**src/rtl/axis_processor_arbiter.sv**
```systemverilog
// Round-robin packet arbiter sharing one stream processor between two requesters,
// routing responses back by grant order. Optional per-requester packet counters: ARB_PKT_COUNT_EN.
module axis_processor_arbiter #(
    parameter int INP_TDATA_WIDTH_BYTES = 4,
    parameter int OUT_TDATA_WIDTH_BYTES = 4,
    parameter int ORDER_DEPTH           = 4
) (
    input  logic                                 clk,
    input  logic                                 arstn,
    input  logic                                 s0_tvalid,
    output logic                                 s0_tready,
    input  logic                                 s0_tlast,
    input  logic [INP_TDATA_WIDTH_BYTES*8-1:0]   s0_tdata,
    input  logic [INP_TDATA_WIDTH_BYTES-1:0]     s0_tkeep,
    input  logic                                 s1_tvalid,
    output logic                                 s1_tready,
    input  logic                                 s1_tlast,
    input  logic [INP_TDATA_WIDTH_BYTES*8-1:0]   s1_tdata,
    input  logic [INP_TDATA_WIDTH_BYTES-1:0]     s1_tkeep,
    output logic                                 p_s_tvalid,
    input  logic                                 p_s_tready,
    output logic                                 p_s_tlast,
    output logic [INP_TDATA_WIDTH_BYTES*8-1:0]   p_s_tdata,
    output logic [INP_TDATA_WIDTH_BYTES-1:0]     p_s_tkeep,
    input  logic                                 p_m_tvalid,
    output logic                                 p_m_tready,
    input  logic                                 p_m_tlast,
    input  logic [OUT_TDATA_WIDTH_BYTES*8-1:0]   p_m_tdata,
    input  logic [OUT_TDATA_WIDTH_BYTES-1:0]     p_m_tkeep,
    output logic                                 m0_tvalid,
    input  logic                                 m0_tready,
    output logic                                 m0_tlast,
    output logic [OUT_TDATA_WIDTH_BYTES*8-1:0]   m0_tdata,
    output logic [OUT_TDATA_WIDTH_BYTES-1:0]     m0_tkeep,
    output logic                                 m1_tvalid,
    input  logic                                 m1_tready,
    output logic                                 m1_tlast,
    output logic [OUT_TDATA_WIDTH_BYTES*8-1:0]   m1_tdata,
    output logic [OUT_TDATA_WIDTH_BYTES-1:0]     m1_tkeep,
    output logic                                 busy
`ifdef ARB_PKT_COUNT_EN
    ,
    output logic [15:0]                          pkt_cnt0,
    output logic [15:0]                          pkt_cnt1
`endif
);

    localparam int AW = $clog2(ORDER_DEPTH);

    typedef enum logic [1:0] {IDLE, GRANT0, GRANT1} state_t;

    state_t                 state;
    logic                   ptr;
    logic [ORDER_DEPTH-1:0] order_mem;
    logic [AW:0]            wr_ptr;
    logic [AW:0]            rd_ptr;
    logic                   full;
    logic                   empty;
    logic                   head;
    logic                   push;
    logic                   push_id;
    logic                   pop;

    assign full    = (wr_ptr[AW] != rd_ptr[AW]) && (wr_ptr[AW-1:0] == rd_ptr[AW-1:0]);
    assign empty   = (wr_ptr == rd_ptr);
    assign head    = order_mem[rd_ptr[AW-1:0]];
    assign push_id = (state == GRANT1);
    assign push    = ((state == GRANT0) && s0_tvalid && p_s_tready && s0_tlast) ||
                     ((state == GRANT1) && s1_tvalid && p_s_tready && s1_tlast);
    assign pop     = !empty && p_m_tvalid && p_m_tready && p_m_tlast;
    assign busy    = (state != IDLE) || !empty;

    // The full check lives only in IDLE; a grant in flight owns the last free slot.
    always_ff @(posedge clk or negedge arstn) begin
        if (!arstn) begin
            state     <= IDLE;
            ptr       <= 1'b0;
            order_mem <= '0;
            wr_ptr    <= '0;
            rd_ptr    <= '0;
        end else begin
            case (state)
                IDLE: begin
                    if (!full) begin
                        if (s0_tvalid && s1_tvalid)
                            state <= ptr ? GRANT1 : GRANT0;
                        else if (s0_tvalid)
                            state <= GRANT0;
                        else if (s1_tvalid)
                            state <= GRANT1;
                    end
                end
                GRANT0: begin
                    if (push) begin
                        state <= IDLE;
                        ptr   <= 1'b1;
                    end
                end
                GRANT1: begin
                    if (push) begin
                        state <= IDLE;
                        ptr   <= 1'b0;
                    end
                end
                default: state <= IDLE;
            endcase
            if (push) begin
                order_mem[wr_ptr[AW-1:0]] <= push_id;
                wr_ptr                    <= wr_ptr + (AW+1)'(1);
            end
            if (pop)
                rd_ptr <= rd_ptr + (AW+1)'(1);
        end
    end

    always_comb begin
        p_s_tvalid = 1'b0;
        p_s_tlast  = 1'b0;
        p_s_tdata  = '0;
        p_s_tkeep  = '0;
        s0_tready  = 1'b0;
        s1_tready  = 1'b0;
        case (state)
            GRANT0: begin
                p_s_tvalid = s0_tvalid;
                p_s_tlast  = s0_tlast;
                p_s_tdata  = s0_tdata;
                p_s_tkeep  = s0_tkeep;
                s0_tready  = p_s_tready;
            end
            GRANT1: begin
                p_s_tvalid = s1_tvalid;
                p_s_tlast  = s1_tlast;
                p_s_tdata  = s1_tdata;
                p_s_tkeep  = s1_tkeep;
                s1_tready  = p_s_tready;
            end
            default: ;
        endcase
    end

    // Response beats stall while no destination is known.
    always_comb begin
        p_m_tready = 1'b0;
        m0_tvalid  = 1'b0;
        m0_tlast   = 1'b0;
        m0_tdata   = '0;
        m0_tkeep   = '0;
        m1_tvalid  = 1'b0;
        m1_tlast   = 1'b0;
        m1_tdata   = '0;
        m1_tkeep   = '0;
        if (!empty) begin
            if (!head) begin
                p_m_tready = m0_tready;
                m0_tvalid  = p_m_tvalid;
                m0_tlast   = p_m_tlast;
                m0_tdata   = p_m_tdata;
                m0_tkeep   = p_m_tkeep;
            end else begin
                p_m_tready = m1_tready;
                m1_tvalid  = p_m_tvalid;
                m1_tlast   = p_m_tlast;
                m1_tdata   = p_m_tdata;
                m1_tkeep   = p_m_tkeep;
            end
        end
    end

`ifdef ARB_PKT_COUNT_EN
    always_ff @(posedge clk or negedge arstn) begin
        if (!arstn) begin
            pkt_cnt0 <= '0;
            pkt_cnt1 <= '0;
        end else if (push) begin
            if (!push_id && (pkt_cnt0 != '1))
                pkt_cnt0 <= pkt_cnt0 + 16'd1;
            if (push_id && (pkt_cnt1 != '1))
                pkt_cnt1 <= pkt_cnt1 + 16'd1;
        end
    end
`endif

endmodule

```
**config.mk**
```make
export PLATFORM = sky130hd
export DESIGN_NAME = axis_processor_arbiter
export DESIGN_NICKNAME = d
export VERILOG_FILES = /design/src/rtl/axis_processor_arbiter.sv
export SDC_FILE = /design/constraint.sdc
export NUM_CORES = 1
export LEC_CHECK = 0
export ABC_AREA = 0
export BUFFER_PORTS_ARGS = -buffer_cell sky130_fd_sc_hd__buf_2
export CORE_MARGIN = 8
export CORE_UTILIZATION = 30
export DETAILED_ROUTE_END_ITERATION = 8
export GPL_TIMING_DRIVEN = 0
export PLACE_DENSITY = 0.76
export RECOVER_POWER = 100
export SLEW_MARGIN = 20
export SYNTH_ARGS = -nofsm -noshare
export SYNTH_HDL_FRONTEND = slang
export SYNTH_SLANG_ARGS = --single-unit
```
**constraint.sdc**
```tcl
create_clock -name clk -period 4.6 [get_ports clk]
set_input_delay 0.23 -clock clk [delete_from_list [all_inputs] [get_ports clk]]
set_output_delay 0.23 -clock clk [all_outputs]
set_load 0.02 [all_outputs]
```
==> impl_metrics.toml, run 1 <==
[run_status]
outcome = "complete, no violations"

[sta]
skew_ps = 0.900
hold_viol = 0
worst_pin_slew_ps = 696
tns_ps = 0
rsz0062_at_grt = "false"
fin_crit_ps = 2710
setup_viol = 0
fin_crit_sh_pct = 58.9
max_freq_ghz = 0.369
slew_violations = 0
slew_headroom_pct = 53.6

[synth]
yosys_warnings = 0
yosysSeqAreaShare_pct = 17.5
synthArstFlopShare_pct = 100
synth_flop_cell = "dfrtp_1"
synth_most_common_cell = "and2_1"
synth_top_cells_by_area = "and2_1, dfrtp_1, a22oi_1"
syn_avg_cell_area_um2 = 7.57
netlist_area_um2 = 1850
synth-edff-count = 0
synth_area_leader_cell = "and2_1"
netlist_instances = 245
syn_nets = 372
synth_cell_type_count = 27
synth_top_area_share_pct = 26.3
synth_seq_cells = 13
synthTopCellsByCount = "and2_1, nor2b_1, a22oi_1"

[floorplanning]
initial_utilization_pct = 31.1
fp.dieW_um = 94.6
dieHeight_um = 94.6
num_rows = 28
io_pins = 237
design.core.area_um2 = 5960
die_area_um2 = 8950

[setup_path]
cp.arrival_ps = 2480
critPathKind = "reg -> out"
worstPathRequired_ps = 4370
critPathLaunch = "rd_ptr[0]"
crit_fanout = 10
start_kind = "register"
end_kind = "primary output"
r2r_start = "rd_ptr[0]"

[hold_path]
hold_path_class = "in -> reg"
hp-start = "s0_tvalid"

[power_and_ir_drop]
finalPower_w = 0.00214
p_switching_w = 0.00127
p_leak_nw = 1.48
peakVddDrop_mv = 0.398
p_per_area_nw_per_um2 = 692
power.internal_w = 0.000867
power_frac_comb_pct = 85.3
swShare_pct = 59.4
p_seq_share_pct = 10.0
clkPwrFrac_pct = 4.7

[cts]
clkSinkCount = 13
path_clk_slew_ps = 50
cts_tree = "yes"
ctsHtreeMaxLevel = 1
cts-root-buf = "clkbuf_8"
cts.repair.resized = 0
clk_latency_ps = 240
cts_made_buffers = 3
clockBufferDepth = 2

[layout]
syn_to_final_growth_pct = 66.6
drive_above_1_share_pct = 35.6
nets = 614
final.fill_count = 636
regArea_um2 = 325
multi_input_area_um2 = 1420

[grt]
grtUsageMet2_pct = 36.4
grt_pass1_wl_um = 13400
grt_use_total_pct = 18.7
met3_usage_pct = 4.21
overflow = 0
grt_max_degree = 14
grt_pass1_vias = 2666
met1_usage_pct = 19.3
antenna_found_initial = 2
grt.busiest_layer = "met2"

[detailed_routing]
wl_um = 9280
drtPass1Iterations = 5
remaining_drc_errors = 0
drt-vias-per-instance = 4.68
first_iter_violations = 88
wire_per_inst_um = 16.5
vias = 2637
antenna_left = 0

[run]
max_cap_violations = 0

[placed_design]
port_buffers = 236
gp_congestion = 0.874
place_hpwl_um = 8270
-- state kept, by name (all words and copies together), names as in the netlist --
register / count
state: 2
order_mem: 4
wr_ptr: 3
rd_ptr: 3
ptr: 1
-- critical path, cell delays in order, from the launching register on --
cell and delay, ps:
dfrtp_1 440, mux4_2 580, nor2_1 170, clkbuf_1 290
clkbuf_1 340, and2_1 180, clkbuf_1 240
-- layout make-up --
| cell class | instances | area share (%) |
|---|---|---|
| diodes | 2 | 0.162 |
| plain buffers | 22 | 2.67 |
| clock buffers | 4 | 1.46 |
| inverters | 4 | 0.486 |
| multi-input cells | 206 | 46.0 |
| flip-flops and latches | 13 | 10.5 |
| well taps | 75 | 3.04 |
| repair buffers | 237 | 35.6 |
-- through the flow --
step | instance area [µm²] | setup WS (ps) | hold WS (ps) | util (%) | instances
floorplan | 1850 | 2670 | -65.6 | - | 245
global placement | 3130 | 2410 | 125 | 52.5 | 556
finish | 3090 | 1890 | 423 | 51.9 | 563
global route | 3090 | 1690 | 450 | 51.9 | 563
CTS | 3180 | 2080 | 411 | 53.5 | 561
detailed placement | 3130 | 2340 | 129 | 52.5 | 556
-- what timing repair did --
item,4_1_cts,5_1_grt
hold buffers,1,0
endpoints found under the hold margin,13,0
buffers inserted,0,0
-- cells in the final DEF, fill, tap and decap left out, drive strengths merged, types with 2 or more instances in the layout --
cell type / n
mux2: 5
and2: 78
nor2b: 39
a22oi: 38
inv: 4
buf: 164
xnor2: 3
a21oi: 2
ha: 8
nand4: 2
nor4b: 2
and3: 2
dfrtp: 13
nand2: 12
diode: 2
nor2: 2
xor2: 4
clkbuf: 98
-- layer usage --
metal / wire length, µm / vias up
met2: 4990 / 127
met4: 172 / 0
met5: 0 / -
met1: 3200 / 1190
met3: 927 / 10
li1: - / 1310
-- final timing paths --
| kind | endpoint | slack [ps] | depth (start not counted) |
|---|---|---|---|
| min in group asynchronous | order_mem[2] | 550 | 2 |
| max in group asynchronous | rd_ptr[0] | 3610 | 2 |
| worst min-delay path | state[1] | 420 | 4 |
| worst min register to register | rd_ptr[2] | 490 | 1 |
| worst max-delay path | m0_tdata[28] | 1890 | 6 |
| worst max register to register | rd_ptr[1] | 2620 | 4 |
-- cells by family after synthesis --
group	count (synthesis)	synth area share (%)
compound gates	44	17.6
mux	7	4.79
simple gates	140	45.8
xor+xnor	7	3.31
fa+ha+maj	8	5.40
flops	13	17.5
buf+inv	26	5.53
-- power by group through the flow --
| stage | Sequential [W] | Combinational [W] | Clock, W |
|---|---|---|---|
| final | 0.000214 | 0.00182 | 0.000101 |
| after global routing | 0.000224 | 0.00200 | 0.000107 |
| after CTS | 0.000214 | 0.00191 | 0.000104 |
| after detailed placement | 0.000216 | 0.00191 | 0 |
| after global placement | 0.000212 | 0.00187 | 0 |
| after floorplan | 0.000203 | 0.00129 | 0 |
Power figures use the tool's default switching activity.
==> run 2: changes to the inputs <==
==> constraint.sdc (replaced) <==
create_clock -name clk -period 2.7 [get_ports clk]
set_input_delay 0.135 -clock clk [delete_from_list [all_inputs] [get_ports clk]]
set_output_delay 0.135 -clock clk [all_outputs]
set_load 0.02 [all_outputs]
==> run 2 against run 1 <==
  * Clock-buffer cell count is the same
  * Flip-flop and latch count did not move
  * Global-route usage unchanged
  * Final cell count stayed put
  * Wire length increased by 0.32%
  * Sequential power grew 70%
  * Critical endpoint is now m0_tdata[23]
  * Largest cell class unchanged
  * Highest routed layer unchanged
==> impl_metrics.toml, run 2 (synthesized netlist as in run 1, its figures left out) <==
[sta]
whs_ps = 326
rsz0062_at_grt = "false"
worst_pin_slew_ps = 690
slew_violations = 0
tns_ps = 0
skew_ps = 0.566
setup_viol = 0
max_freq_ghz = 0.406
fin_crit_sh_pct = 91.2
slew_headroom_pct = 54.0
hold_viol = 0
fin_crit_ps = 2460

[layout]
syn_to_final_growth_pct = 66.8
reg.largest.list = "order_mem: 4 flops, rd_ptr: 3 flops, wr_ptr: 3 flops"
fin_area_um2 = 3090
multi_input_area_um2 = 1430
drive_above_1_share_pct = 35.6
largest_reg_flops = 4
final_cells = 563
final.fill_count = 638
mostFrequentLayoutCell = "buf_2"
top_register = "order_mem"
regArea_um2 = 325
nets = 614
final_cell_mix = "buf_2, clkbuf_1, and2_1"

[setup_path]
end_kind = "primary output"
worstPathRequired_ps = 2570
start_kind = "register"
crit_fanout = 10
r2r_start = "rd_ptr[0]"
r2r_setup_slack_ps = 720
critPathKind = "reg -> out"
critPathLaunch = "rd_ptr[0]"
cp.arrival_ps = 2330

[run_status]
outcome = "complete, no violations"

[power_and_ir_drop]
peakVddDrop_mv = 0.675
p_leak_nw = 1.48
p_per_area_nw_per_um2 = 1180
finalPower_w = 0.00366

[cts]
cts-root-buf = "clkbuf_8"
clockBufferDepth = 2
clk_latency_ps = 240
cts.repair.resized = 0
ctsHtreeMaxLevel = 1
clkSinkCount = 13
cts_made_buffers = 3
path_clk_slew_ps = 50
cts_tree = "yes"

[detailed_routing]
remaining_drc_errors = 0
vias = 2655
drtPass1Iterations = 4
wire_per_inst_um = 16.5
first_iter_violations = 91
drt-vias-per-instance = 4.72
antenna_left = 0
wl_um = 9310

[floorplanning]
io_pins = 237
initial_utilization_pct = 31.1
dieHeight_um = 94.6
die_area_um2 = 8950
design.core.area_um2 = 5960
num_rows = 28
fp.dieW_um = 94.6

[grt]
overflow = 0
grt_pass1_wl_um = 13400
grt_use_total_pct = 18.7
grt_max_degree = 14
antenna_found_initial = 2
grt_pass1_vias = 2666

[hold_path]
hold_path_class = "in -> reg"
hp-start = "s0_tvalid"

[placed_design]
gp_congestion = 0.874
dp.cells = 556
placed_area_um2 = 3130
port_buffers = 236
place_hpwl_um = 8270

[run]
max_cap_violations = 0
==> run 2: worst paths after layout <==
path | endpoint | cells past startpoint
worst min-delay path | state[1] | 4
min in group asynchronous | order_mem[2] | 2
worst max register to register | rd_ptr[1] | 4
worst max-delay path | m0_tdata[23] | 6
worst min register to register | rd_ptr[2] | 1
max in group asynchronous | ptr | 2
==> run 2: layout make-up <==
type                            count  area share (%)
Antenna cell                        2           0.162
Sequential cell                    13            10.5
Tap cell                           75            3.03
Multi-Input combinational cell    206            46.1
Inverter                            4           0.485
Timing Repair Buffer              237            35.5
Clock buffer                        4            1.46
Buffer                             22            2.71
==> run 2: worst max-delay path, cell delays in order (launching register included) <==
cell,delay (ps)
dfrtp_1,440
mux4_2,580
nor2_1,160
buf_2,200
clkbuf_1,300
and2_1,170
clkbuf_1,230
==> run 2: metal layers <==
layer | up-vias | GRT usage [%] | wire (µm)
met5 | - | 0 | 0
met3 | 10 | 4.21 | 914
met1 | 1203 | 19.3 | 3230
met4 | 0 | 4.94 | 172
li1 | 1311 | - | -
met2 | 131 | 36.4 | 4990
==> run 2: timing repair <==
action                     4_1_cts  5_1_grt
hold endpoints to repair        13        0
setup buffers                    0        0
setup endpoints to repair        0        0
hold buffers                     1        0
==> run 2: power by group <==
part	leakage (nW)	switching, W	internal (W)
sequential	0.165	0.0000827	0.000281
combinational	1.29	0.00202	0.00111
clock	0.0228	0.0000670	0.000104
total	1.48	0.00217	0.00149
==> run 2: per-stage QoR <==
stage / utilization [%] / setup WS [ps]
2_1_floorplan: - / 837
3_3_place_gp: 52.5 / 603
3_5_place_dp: 52.5 / 537
4_1_cts: 53.5 / 270
5_1_grt: 51.9 / 52.2
6_report: 51.9 / 237
